## src/rtl/divisor_pkg.sv

```systemverilog
// Shared definitions for the sequential restoring divider.
// States, the default operand width and the iteration-counter width.
package divisor_pkg;

  localparam int unsigned N_DEF = 4;

  typedef enum logic [1:0] {
    ST_IDLE = 2'd0,
    ST_ITER = 2'd1,
    ST_FIX  = 2'd2,
    ST_DONE = 2'd3
  } estado_t;

  // Counter width able to hold 0..n
  function automatic int unsigned cnt_w(input int unsigned n);
    return $clog2(n + 1);
  endfunction

endpackage

```

## src/rtl/divisor_uc.sv

```systemverilog
// Control unit of the restoring divider: state machine and iteration counter.
// Produces the datapath strobes carga, desplaza, resta_ok, corrige and fin.
module divisor_uc
  import divisor_pkg::*;
#(
  parameter int unsigned N = N_DEF
) (
  input  logic clk,
  input  logic reset,
  input  logic start_i,
  input  logic cero_i,
  input  logic t_neg_i,
  output logic carga_c,
  output logic desplaza_c,
  output logic resta_ok_c,
  output logic corrige_c,
  output logic fin_c
);

  localparam int unsigned CW = cnt_w(N);

  estado_t       state_q, state_d;
  logic [CW-1:0] count_q, count_d;
  logic          acepta_c;

  // A start is only honoured while not busy
  assign acepta_c = start_i && ((state_q == ST_IDLE) || (state_q == ST_DONE));

  // State and counter registers
  always_ff @(posedge clk or negedge reset) begin
    if (!reset) begin
      state_q <= ST_IDLE;
      count_q <= '0;
    end else begin
      state_q <= state_d;
      count_q <= count_d;
    end
  end

  // Next-state and counter update
  always_comb begin
    state_d = state_q;
    count_d = count_q;
    unique case (state_q)
      ST_IDLE, ST_DONE: begin
        if (acepta_c) begin
          count_d = '0;
          state_d = cero_i ? ST_DONE : ST_ITER;
        end
      end
      ST_ITER: begin
        count_d = count_q + CW'(1);
        if (count_q == CW'(N - 1)) state_d = ST_FIX;
      end
      ST_FIX:  state_d = ST_DONE;
      default: state_d = ST_IDLE;
    endcase
  end

  // Strobes decoded from the current state
  always_comb begin
    carga_c    = acepta_c;
    desplaza_c = (state_q == ST_ITER);
    resta_ok_c = desplaza_c && !t_neg_i;
    corrige_c  = (state_q == ST_FIX);
    // Fin rises on the FIX edge, or one edge after a divide-by-zero lands in DONE
    fin_c      = corrige_c || ((state_q == ST_DONE) && !start_i);
  end

endmodule

```

## src/rtl/divisor_secuencial.sv

```systemverilog
// Sequential shift/subtract (restoring) divider, one quotient bit per clock.
// Datapath (A/Q/M, subtractor, result registers) lives here; control is divisor_uc.
// Optional macro SIGNED_DIV_EN: two's-complement operands, core runs on magnitudes.
module divisor_secuencial
  import divisor_pkg::*;
#(
  parameter int unsigned N = N_DEF
) (
  input  logic         clk,
  input  logic         reset,
  input  logic [N-1:0] dividendo,
  input  logic [N-1:0] divisor,
  input  logic         start,
  output logic [N-1:0] cociente,
  output logic [N-1:0] resto,
  output logic         div_cero,
  output logic         ocupado,
  output logic         Fin
);

  logic [N:0]   a_q, a_d;
  logic [N-1:0] q_q, q_d;
  logic [N-1:0] m_q, m_d;
  logic [N+1:0] a_sh, t_c;
  logic [N-1:0] mag_dvd, mag_dvs, coc_fix, res_fix;
  logic         cero_c;
  logic         carga_c, desplaza_c, resta_ok_c, corrige_c, fin_c;

  logic [N-1:0] cociente_q, cociente_d;
  logic [N-1:0] resto_q, resto_d;
  logic         div_cero_q, div_cero_d;
  logic         ocupado_q, ocupado_d;
  logic         fin_q, fin_d;

  assign cero_c = (divisor == '0);

  // Shifted partial remainder and trial subtraction, one spare bit so the sign is exact
  assign a_sh = {a_q, q_q[N-1]};
  assign t_c  = a_sh - {2'b00, m_q};

`ifdef SIGNED_DIV_EN
  logic neg_coc_q, neg_coc_d, neg_res_q, neg_res_d;

  assign mag_dvd = dividendo[N-1] ? (N'(0) - dividendo) : dividendo;
  assign mag_dvs = divisor[N-1]   ? (N'(0) - divisor)   : divisor;

  // Result signs remembered from the captured operands
  always_comb begin
    neg_coc_d = neg_coc_q;
    neg_res_d = neg_res_q;
    if (carga_c) begin
      neg_coc_d = dividendo[N-1] ^ divisor[N-1];
      neg_res_d = dividendo[N-1];
    end
  end

  // Sign flag registers
  always_ff @(posedge clk or negedge reset) begin
    if (!reset) begin
      neg_coc_q <= 1'b0;
      neg_res_q <= 1'b0;
    end else begin
      neg_coc_q <= neg_coc_d;
      neg_res_q <= neg_res_d;
    end
  end

  assign coc_fix = neg_coc_q ? (N'(0) - q_q) : q_q;
  assign res_fix = neg_res_q ? (N'(0) - a_q[N-1:0]) : a_q[N-1:0];
`else
  assign mag_dvd = dividendo;
  assign mag_dvs = divisor;
  assign coc_fix = q_q;
  assign res_fix = a_q[N-1:0];
`endif

  divisor_uc #(.N(N)) u_uc (
    .clk        (clk),
    .reset      (reset),
    .start_i    (start),
    .cero_i     (cero_c),
    .t_neg_i    (t_c[N+1]),
    .carga_c    (carga_c),
    .desplaza_c (desplaza_c),
    .resta_ok_c (resta_ok_c),
    .corrige_c  (corrige_c),
    .fin_c      (fin_c)
  );

  // A/Q/M update: load on capture, shift and conditionally subtract while iterating
  always_comb begin
    a_d = a_q;
    q_d = q_q;
    m_d = m_q;
    if (carga_c) begin
      a_d = '0;
      q_d = mag_dvd;
      m_d = mag_dvs;
    end else if (desplaza_c) begin
      a_d = resta_ok_c ? t_c[N:0] : a_sh[N:0];
      q_d = {q_q[N-2:0], resta_ok_c};
    end
  end

  // Result and status update
  always_comb begin
    cociente_d = cociente_q;
    resto_d    = resto_q;
    div_cero_d = div_cero_q;
    ocupado_d  = ocupado_q;
    fin_d      = fin_c;
    if (carga_c) begin
      div_cero_d = cero_c;
      ocupado_d  = !cero_c;
      if (cero_c) begin
        cociente_d = '1;
        resto_d    = dividendo;
      end
    end else if (corrige_c) begin
      cociente_d = coc_fix;
      resto_d    = res_fix;
      ocupado_d  = 1'b0;
    end
  end

  // Datapath and output registers
  always_ff @(posedge clk or negedge reset) begin
    if (!reset) begin
      a_q        <= '0;
      q_q        <= '0;
      m_q        <= '0;
      cociente_q <= '0;
      resto_q    <= '0;
      div_cero_q <= 1'b0;
      ocupado_q  <= 1'b0;
      fin_q      <= 1'b0;
    end else begin
      a_q        <= a_d;
      q_q        <= q_d;
      m_q        <= m_d;
      cociente_q <= cociente_d;
      resto_q    <= resto_d;
      div_cero_q <= div_cero_d;
      ocupado_q  <= ocupado_d;
      fin_q      <= fin_d;
    end
  end

  assign cociente = cociente_q;
  assign resto    = resto_q;
  assign div_cero = div_cero_q;
  assign ocupado  = ocupado_q;
  assign Fin      = fin_q;

endmodule

```

## config.mk

```make
export PLATFORM = sky130hd
export DESIGN_NAME = divisor_secuencial
export DESIGN_NICKNAME = d
export VERILOG_FILES = /design/src/rtl/divisor_pkg.sv /design/src/rtl/divisor_uc.sv /design/src/rtl/divisor_secuencial.sv
export SDC_FILE = /design/constraint.sdc
export NUM_CORES = 1
export LEC_CHECK = 0
export BUFFER_PORTS_ARGS = -buffer_cell sky130_fd_sc_hd__buf_4
export CORE_ASPECT_RATIO = 1.25
export CORE_MARGIN = 2
export CORE_UTILIZATION = 45
export CTS_CLUSTER_SIZE = 24
export DETAILED_ROUTE_END_ITERATION = 12
export PLACE_DENSITY = 0.65
export REMOVE_ABC_BUFFERS = 1
export SKIP_CTS_REPAIR_TIMING = 1
export SYNTH_ARGS = -nofsm -noshare
export SYNTH_HDL_FRONTEND = slang
export SYNTH_SLANG_ARGS = --single-unit
```

## constraint.sdc

```tcl
create_clock -name clk -period 5.9 [get_ports clk]
set_clock_uncertainty 0.1 [all_clocks]
set_input_delay 0.59 -clock clk [delete_from_list [all_inputs] [get_ports clk]]
set_output_delay 0.59 -clock clk [all_outputs]
set_load 0.03 [all_outputs]
```

==> results.ini, run 1 <==
[logic_synthesis]
synth_fa_ha_area_share_pct = 9.45
synth_cells = 148
synthArstFlopShare_pct = 100
ys_seq_area_share_pct = 47.2
synth_top_family_by_area = compound AO/OA/AOI/OAI gates
yosysTopAreaCellShare_pct = 47.2
ys.flop_type = dfrtp_1
syn-cell-area_um2 = 1540
synth-seq-cells = 29
yosys.area_share.simple_pct = 11.6
synth_edf_count = 0
synth_cell_types = 38
yosys.cell_count.top_type = dfrtp_1
synthXorXnorAreaFrac_pct = 0.570
synth_common_cells = 29 x dfrtp_1, 22 x nand2_1, 12 x inv_1, 12 x o21ai_0, 10 x ha_1
synth_area_per_cell_um2 = 10.4
synth_compound_area_share_pct = 22.3
yosys.area.top_type = dfrtp_1
ys_warn_count = 0
synthTopCellsByArea = dfrtp_1 47%, ha_1 8.1%, nand2_1 5.4%, o21ai_0 3.9%, inv_1 2.9%
synthMuxAreaShare_pct = 4.07

[detailed_routing]
final_antenna_net_count = 0
num_vias = 1175
drtIter0Drc = 54
top_layer = met4
via_per_inst = 5.70
wl_um = 3110
wl_met1_um = 1270
wire_per_inst_um = 15.1
drtPass1Iterations = 4
dr_wl_met3_um = 143
route.met2.wl_um = 1610
drcViolationCount = 0

[global_route]
grt_pass1_vias = 1260
grt_overflow = 0
grt_pass1_wl_um = 5380
grt_max_degree = 30
antenna_found_initial = 0
grt_use_total_pct = 17.9

[power]
p_leak_uw = 0.000808
switching_share_pct = 43.9
ir_worst_vdd_uv = 359
p_switching_uw = 499
power_density_nw_per_um2 = 636
p_int_uw = 637
clockPowerShare_pct = 12.9
power_frac_seq_pct = 31.2
comb_power_share_pct = 55.9

[floorplanning]
fp.coreArea_um2 = 3220
initial_utilization_pct = 47.7
rows = 23
dieHeight_um = 69.3
die_x_um = 56.3
num_io_pins = 22
die-area_um2 = 3900

[clocking]
cts_made_buffers = 5
htree_levels = 2
clock_latency_ns = 0.28
path_clk_slew_ns = 0.06
root_buffer = clkbuf_8
clockBufferDepth = 2
cts_tree = yes
clkSinkCount = 29

[critical_path]
path_cells = inv_1 -> ha_1 -> and2_1 -> o41ai_4 -> o21a_1 -> o22a_1
crit_arrival_ns = 2.38
end_kind = flip-flop
critPathKind = flip-flop to flip-flop
critical-path-top-delay-family = compound AO/OA/AOI/OAI gates
crit_required_ns = 5.96
path_max_fanout = 19
startpoint_type = flip-flop
critPathBufInv = 1
max_stage_delay_ns = 0.54
cpMaxStageDelayCell = and2_1

[final_layout]
drive_above_1_share_pct = 20.7
utilization_pct = 55.4
area_growth_syn_to_layout_pct = 16.3
diodes = 0
nets = 192

[placed_design]
routabilityCongestion = 0.814
port_buffers = 21
dpl.hpwl_um = 2340

[min_path]
hold_path.class = input port to async pin

[timing]
worstMarginPinSlew_ns = 0.660
timing.final.max_slew_violations = 0
finalSetupViolCount = 0
period_share_pct = 39.3
grt_setup_unrepaired = false
layout_min_cycle_time_ns = 2.32
fmax_mhz = 432
fin_setup_tns_ns = 0
maxSlewHeadroom_pct = 56.0
hold_viol = 0

[job]
drv_cap = 0

[outcome]
outcome = finished clean

power by group through the flow:
stage	registers, uW	logic, uW	clock network [uW]
after floorplan	408	411	0
after global placement	354	614	0
final	354	635	146
after detailed placement	358	639	0
after global routing	368	702	162
after CTS	355	641	152
routing by layer:
layer	vias up	GRT usage [%]
met1	566	19.5
met3	8	5.60
met2	36	29.8
met5	-	0
met4	0	10.8
li1	565	-
kinds of logic (layout without fill, tap and decap cells):
group,Yosys count,in the layout
adders and majority gates,11,11
buffers and inverters,18,39
and+or+nand+nor,38,38
AOI/OAI and AO/OA,45,45
DFF,29,29
muxes,6,6
xor gates and xnor gates,1,1
registers in the layout, indices dropped and copies added (netlist names):
name and flops:
m_q 4, ocupado 1, cociente 4, a_q 5, u_uc.count_q 3, Fin 1, div_cero 1, resto 4
coc_fix 4, u_uc.state_q 2
placed cells by master (no fill, tap or decap), types with 2 or more instances in the layout:
| master | Yosys | routed |
|---|---|---|
| nand2_1 | 22 | 22 |
| buf_4 | 1 | 21 |
| nor2_1 | 5 | 5 |
| nor2b_1 | 2 | 2 |
| a21oi_1 | 6 | 6 |
| inv_1 | 12 | 12 |
| mux2i_1 | 4 | 4 |
| a21o_1 | 2 | 2 |
| mux2_2 | 2 | 2 |
| dfrtp_1 | 29 | 29 |
| o21a_1 | 3 | 3 |
| ha_1 | 10 | 10 |
| o21ai_1 | 2 | 2 |
| a31oi_1 | 5 | 5 |
| o22a_1 | 5 | 5 |
| o21ai_0 | 12 | 12 |
| nand3b_1 | 2 | 2 |
| clkbuf_8 | 0 | 5 |
worst reg2reg max path, cell delays in order, from the launching register on:
cell	delay, ns
dfrtp_1	0.41
inv_1	0.06
ha_1	0.35
and2_1	0.54
o41ai_4	0.21
o21a_1	0.30
o22a_1	0.24
cell type report:
cell class              instances  area (um^2)
clock buffers                   5         68.8
clock inverters                 1         5.00
fillers                       292         1440
inverters                      12         45.0
multi-input cells             101          738
flip-flops and latches         29          726
well taps                      37         46.3
repair buffers                 21          158
final timing paths:
kind                            startpoint               to  slack (ns)  cells after the start
max                        u_uc.state_q[0]      cociente[1]        3.58                      6
min                                  reset           a_q[3]        0.12                      1
max reg2reg                u_uc.state_q[0]      cociente[1]        3.58                      6
min reg2reg                u_uc.count_q[2]  u_uc.count_q[2]        0.38                      2
max in group asynchronous            reset           m_q[2]        5.30                      1
min in group clk           u_uc.count_q[2]  u_uc.count_q[2]        0.38                      2
through the flow:
stage          hold WS [ns]  area (um^2)  std cells  worst slack, ns  total power, uW
6_report              0.122         1790        206             3.58             1140
5_1_grt               0.146         1790        206             3.34             1230
4_1_cts               0.128         1790        206             3.54             1150
3_5_place_dp          0.379         1710        200             3.55              996
3_3_place_gp          0.369         1710        200             3.63              967
2_1_floorplan         0.194         1510        142             3.86              819
No activity file was read; power rests on OpenSTA's default activity.
==> run 2, diff against run 1 <==
--- a/config.mk
+++ b/config.mk
@@ -5,13 +5,14 @@
 export SDC_FILE = /design/constraint.sdc
 export NUM_CORES = 1
 export LEC_CHECK = 0
+export ABC_AREA = 1
 export BUFFER_PORTS_ARGS = -buffer_cell sky130_fd_sc_hd__buf_4
 export CORE_ASPECT_RATIO = 1.25
 export CORE_MARGIN = 2
 export CORE_UTILIZATION = 45
 export CTS_CLUSTER_SIZE = 24
 export DETAILED_ROUTE_END_ITERATION = 12
-export PLACE_DENSITY = 0.65
+export PLACE_DENSITY = 0.68
 export REMOVE_ABC_BUFFERS = 1
 export SKIP_CTS_REPAIR_TIMING = 1
 export SYNTH_ARGS = -nofsm -noshare
==> constraint.sdc (replaced) <==
create_clock -name clk -period 1.86 [get_ports clk]
set_clock_uncertainty 0.1 [all_clocks]
set_input_delay 0.186 -clock clk [delete_from_list [all_inputs] [get_ports clk]]
set_output_delay 0.186 -clock clk [all_outputs]
set_load 0.03 [all_outputs]
==> run 2 against run 1 <==
Against the previous run: register-to-register slack got worse by 3.5 ns; sequential power rose to 3.0 times the previous value; die area rose by 2.7%; global-route usage rose by 0.37 points; critical path type unchanged; largest power group unchanged; flip-flop and latch count did not move; first-iteration DRC count fell by 41%; hold slack got worse by 0.072 ns; synthesized area rose by 2.9%.
==> results.ini, run 2 <==
[logic_synthesis]
syn-cell-area_um2 = 1580  ; +2.9%
yosys.area.top_type = dfrtp_1
synthArstFlopShare_pct = 100  ; unchanged
synth_area_per_cell_um2 = 8.46  ; -19%
synth_cell_types = 29  ; -24%
synth_cells = 187  ; +26%
ys_seq_area_share_pct = 45.9  ; -1.3 points
synthTopCellsByArea = dfrtp_1 46%, nand2_1 10%, ha_1 7.9%, inv_1 6.4%, nand3_1 4.7%
ys.flop_type = dfrtp_1
synth-seq-cells = 29  ; unchanged
synth_common_cells = 44 x nand2_1, 29 x dfrtp_1, 27 x inv_1, 15 x nand3_1, 15 x nor2_1
ys_warn_count = 0  ; unchanged
yosysTopAreaCellShare_pct = 45.9  ; -1.3 points
yosys.cell_count.top_type = nand2_1
synth_edf_count = 0  ; unchanged

[critical_path]
end_kind = flip-flop
crit_arrival_ns = 1.86  ; -0.52 ns
r2r_slack_ns = 0.12  ; -3.46 ns
startpoint_type = flip-flop
rr_endpoint = resto[2]
reg2reg_depth = 9  ; +3
critPathKind = flip-flop to flip-flop
critical_path.endpoint = resto[2]
path_max_fanout = 8  ; -11
timing.rr.start = u_uc.state_q[1]
crit_required_ns = 1.98  ; -3.98 ns
critPathLaunch = u_uc.state_q[1]

[final_layout]
area_growth_syn_to_layout_pct = 26.0
nets = 245  ; +28%
fin_cells = 263  ; +28%
final_common_cell = nand2_1
fillers = 323  ; +11%
largest_register_ff_count = 5  ; unchanged
final_cell_mix = 43 x nand2_1, 30 x buf_4, 29 x dfrtp_1
largest-register = a_q
utilization_pct = 58.2  ; +2.8 points
design_area_um2 = 1990  ; +12%
drive_above_1_share_pct = 25.4  ; +4.7 points
diodes = 0  ; unchanged

[floorplanning]
die-area_um2 = 4010  ; +2.7%
num_io_pins = 22  ; unchanged
initial_utilization_pct = 46.2  ; -1.5 points
rows = 24  ; +4.3%
die_x_um = 57.0  ; +1.4%
dieHeight_um = 70.3  ; +1.4%
fp.coreArea_um2 = 3420  ; +6.2%

[global_route]
grt_pass1_wl_um = 5610  ; +4.2%
grt_use_total_pct = 18.2  ; +0.37 points
antenna_found_initial = 0  ; unchanged
grt_max_degree = 30  ; unchanged
grt_overflow = 0  ; unchanged
grt_pass1_vias = 1298  ; +3.0%

[power]
power_frac_seq_pct = 27.7  ; -3.5 points
comb_power_share_pct = 57.7  ; +1.8 points
p_switching_uw = 1720  ; +250%
clockPowerShare_pct = 14.6  ; +1.7 points
ir_worst_vdd_uv = 900  ; +150%
p_int_uw = 2120  ; +230%
p_leak_uw = 0.00103  ; +28%
switching_share_pct = 44.8  ; +0.90 points
power_density_nw_per_um2 = 1930  ; +200%

[detailed_routing]
wl_um = 3140  ; +1.1%
final_antenna_net_count = 0  ; unchanged
drcViolationCount = 0  ; unchanged
drtIter0Drc = 32  ; -41%
via_per_inst = 4.93  ; -14%
drtPass1Iterations = 5  ; +1
wire_per_inst_um = 12.0  ; -21%
num_vias = 1296  ; +10%

[clocking]
clkSinkCount = 29  ; unchanged
cts_tree = yes
root_buffer = clkbuf_8
path_clk_slew_ns = 0.06  ; about the same
clock_latency_ns = 0.28  ; about the same
htree_levels = 2  ; unchanged
clockBufferDepth = 2  ; unchanged
cts_made_buffers = 5  ; unchanged

[placed_design]
routabilityCongestion = 0.822  ; +0.96%
dpl.hpwl_um = 2390  ; +2.3%
port_buffers = 21  ; unchanged
dpl_cell_area_um2 = 1810  ; +5.4%
dp.cells = 249  ; +25%

[timing]
worstMarginPinSlew_ns = 0.372  ; -0.288 ns
period_share_pct = 93.5  ; +54 points
timing.final.max_slew_violations = 0  ; unchanged
maxSlewHeadroom_pct = 75.2  ; +19 points
fin_setup_tns_ns = 0  ; unchanged
layout_min_cycle_time_ns = 1.74  ; -0.577 ns
fmax_mhz = 575  ; +33%
finalSetupViolCount = 0  ; unchanged
hold_viol = 0  ; unchanged

[outcome]
outcome = finished clean

[min_path]
whs_path_depth = 3
hold_path.class = input port to flip-flop

[job]
drv_cap = 0  ; unchanged

run 2: worst min path at each step:
stage                 start         endpoint  slack [ns]
2_1_floorplan         reset              Fin       -0.21
4_1_cts               reset  u_uc.count_q[2]       -0.27
5_1_grt        dividendo[3]       coc_fix[3]        0.06
3_5_place_dp          reset         resto[0]        0.03
6_report       dividendo[3]       coc_fix[3]        0.05
3_3_place_gp          reset         resto[0]        0.03
run 2: logic make-up after synthesis:
group | Yosys count | synth area share (%)
xor+xnor | 1 | 0.554
compound gates | 22 | 8.70
simple gates | 91 | 27.4
flops | 29 | 45.9
fa+ha+maj | 11 | 9.18
buf+inv | 33 | 8.31
run 2: layer usage:
layer / vias up / GRT usage [%] / routed length (um)
met5: - / 0 / 0
met4: 0 / 6.72 / 49
met3: 5 / 5.74 / 157
met2: 33 / 30.8 / 1560
met1: 581 / 21.4 / 1380
li1: 677 / - / -
run 2: final cells by class:
type	instances	area, um^2	share of cell area, %
tap	39	48.8	2.45
sequential	29	726	36.4
inverter	31	119	5.96
clock buffer	7	96.3	4.83
clock inverter	1	5.00	0.251
multi-input combinational	125	763	38.3
timing repair buffer	31	235	11.8
run 2: metrics by stage:
step / worst slack [ns] / total power [uW] / hold WS, ns
final: 0.120 / 3840 / 0.0501
after global routing: -0.000699 / 4220 / 0.0647
after CTS: 0.0163 / 3700 / -0.269
after detailed placement: 0.0321 / 3110 / 0.0316
after global placement: 0.0884 / 3080 / 0.0346
after floorplan: 0.0707 / 2540 / -0.210
run 2: critical path, cell delays in order (launching register included):
cell and delay, ns:
dfrtp_1 0.40, ha_1 0.34, nand2_4 0.11, inv_4 0.07, nand2_2 0.07, inv_2 0.06
a21oi_4 0.23, buf_4 0.18, nand2_1 0.05, nand2_1 0.06
run 2: power groups by stage:
stage	registers, uW	clock network [uW]	logic, uW
floorplan	1240	0	1300
global placement	1060	0	2030
detailed placement	1070	0	2050
CTS	1060	585	2060
global route	1100	614	2510
finish	1060	563	2220
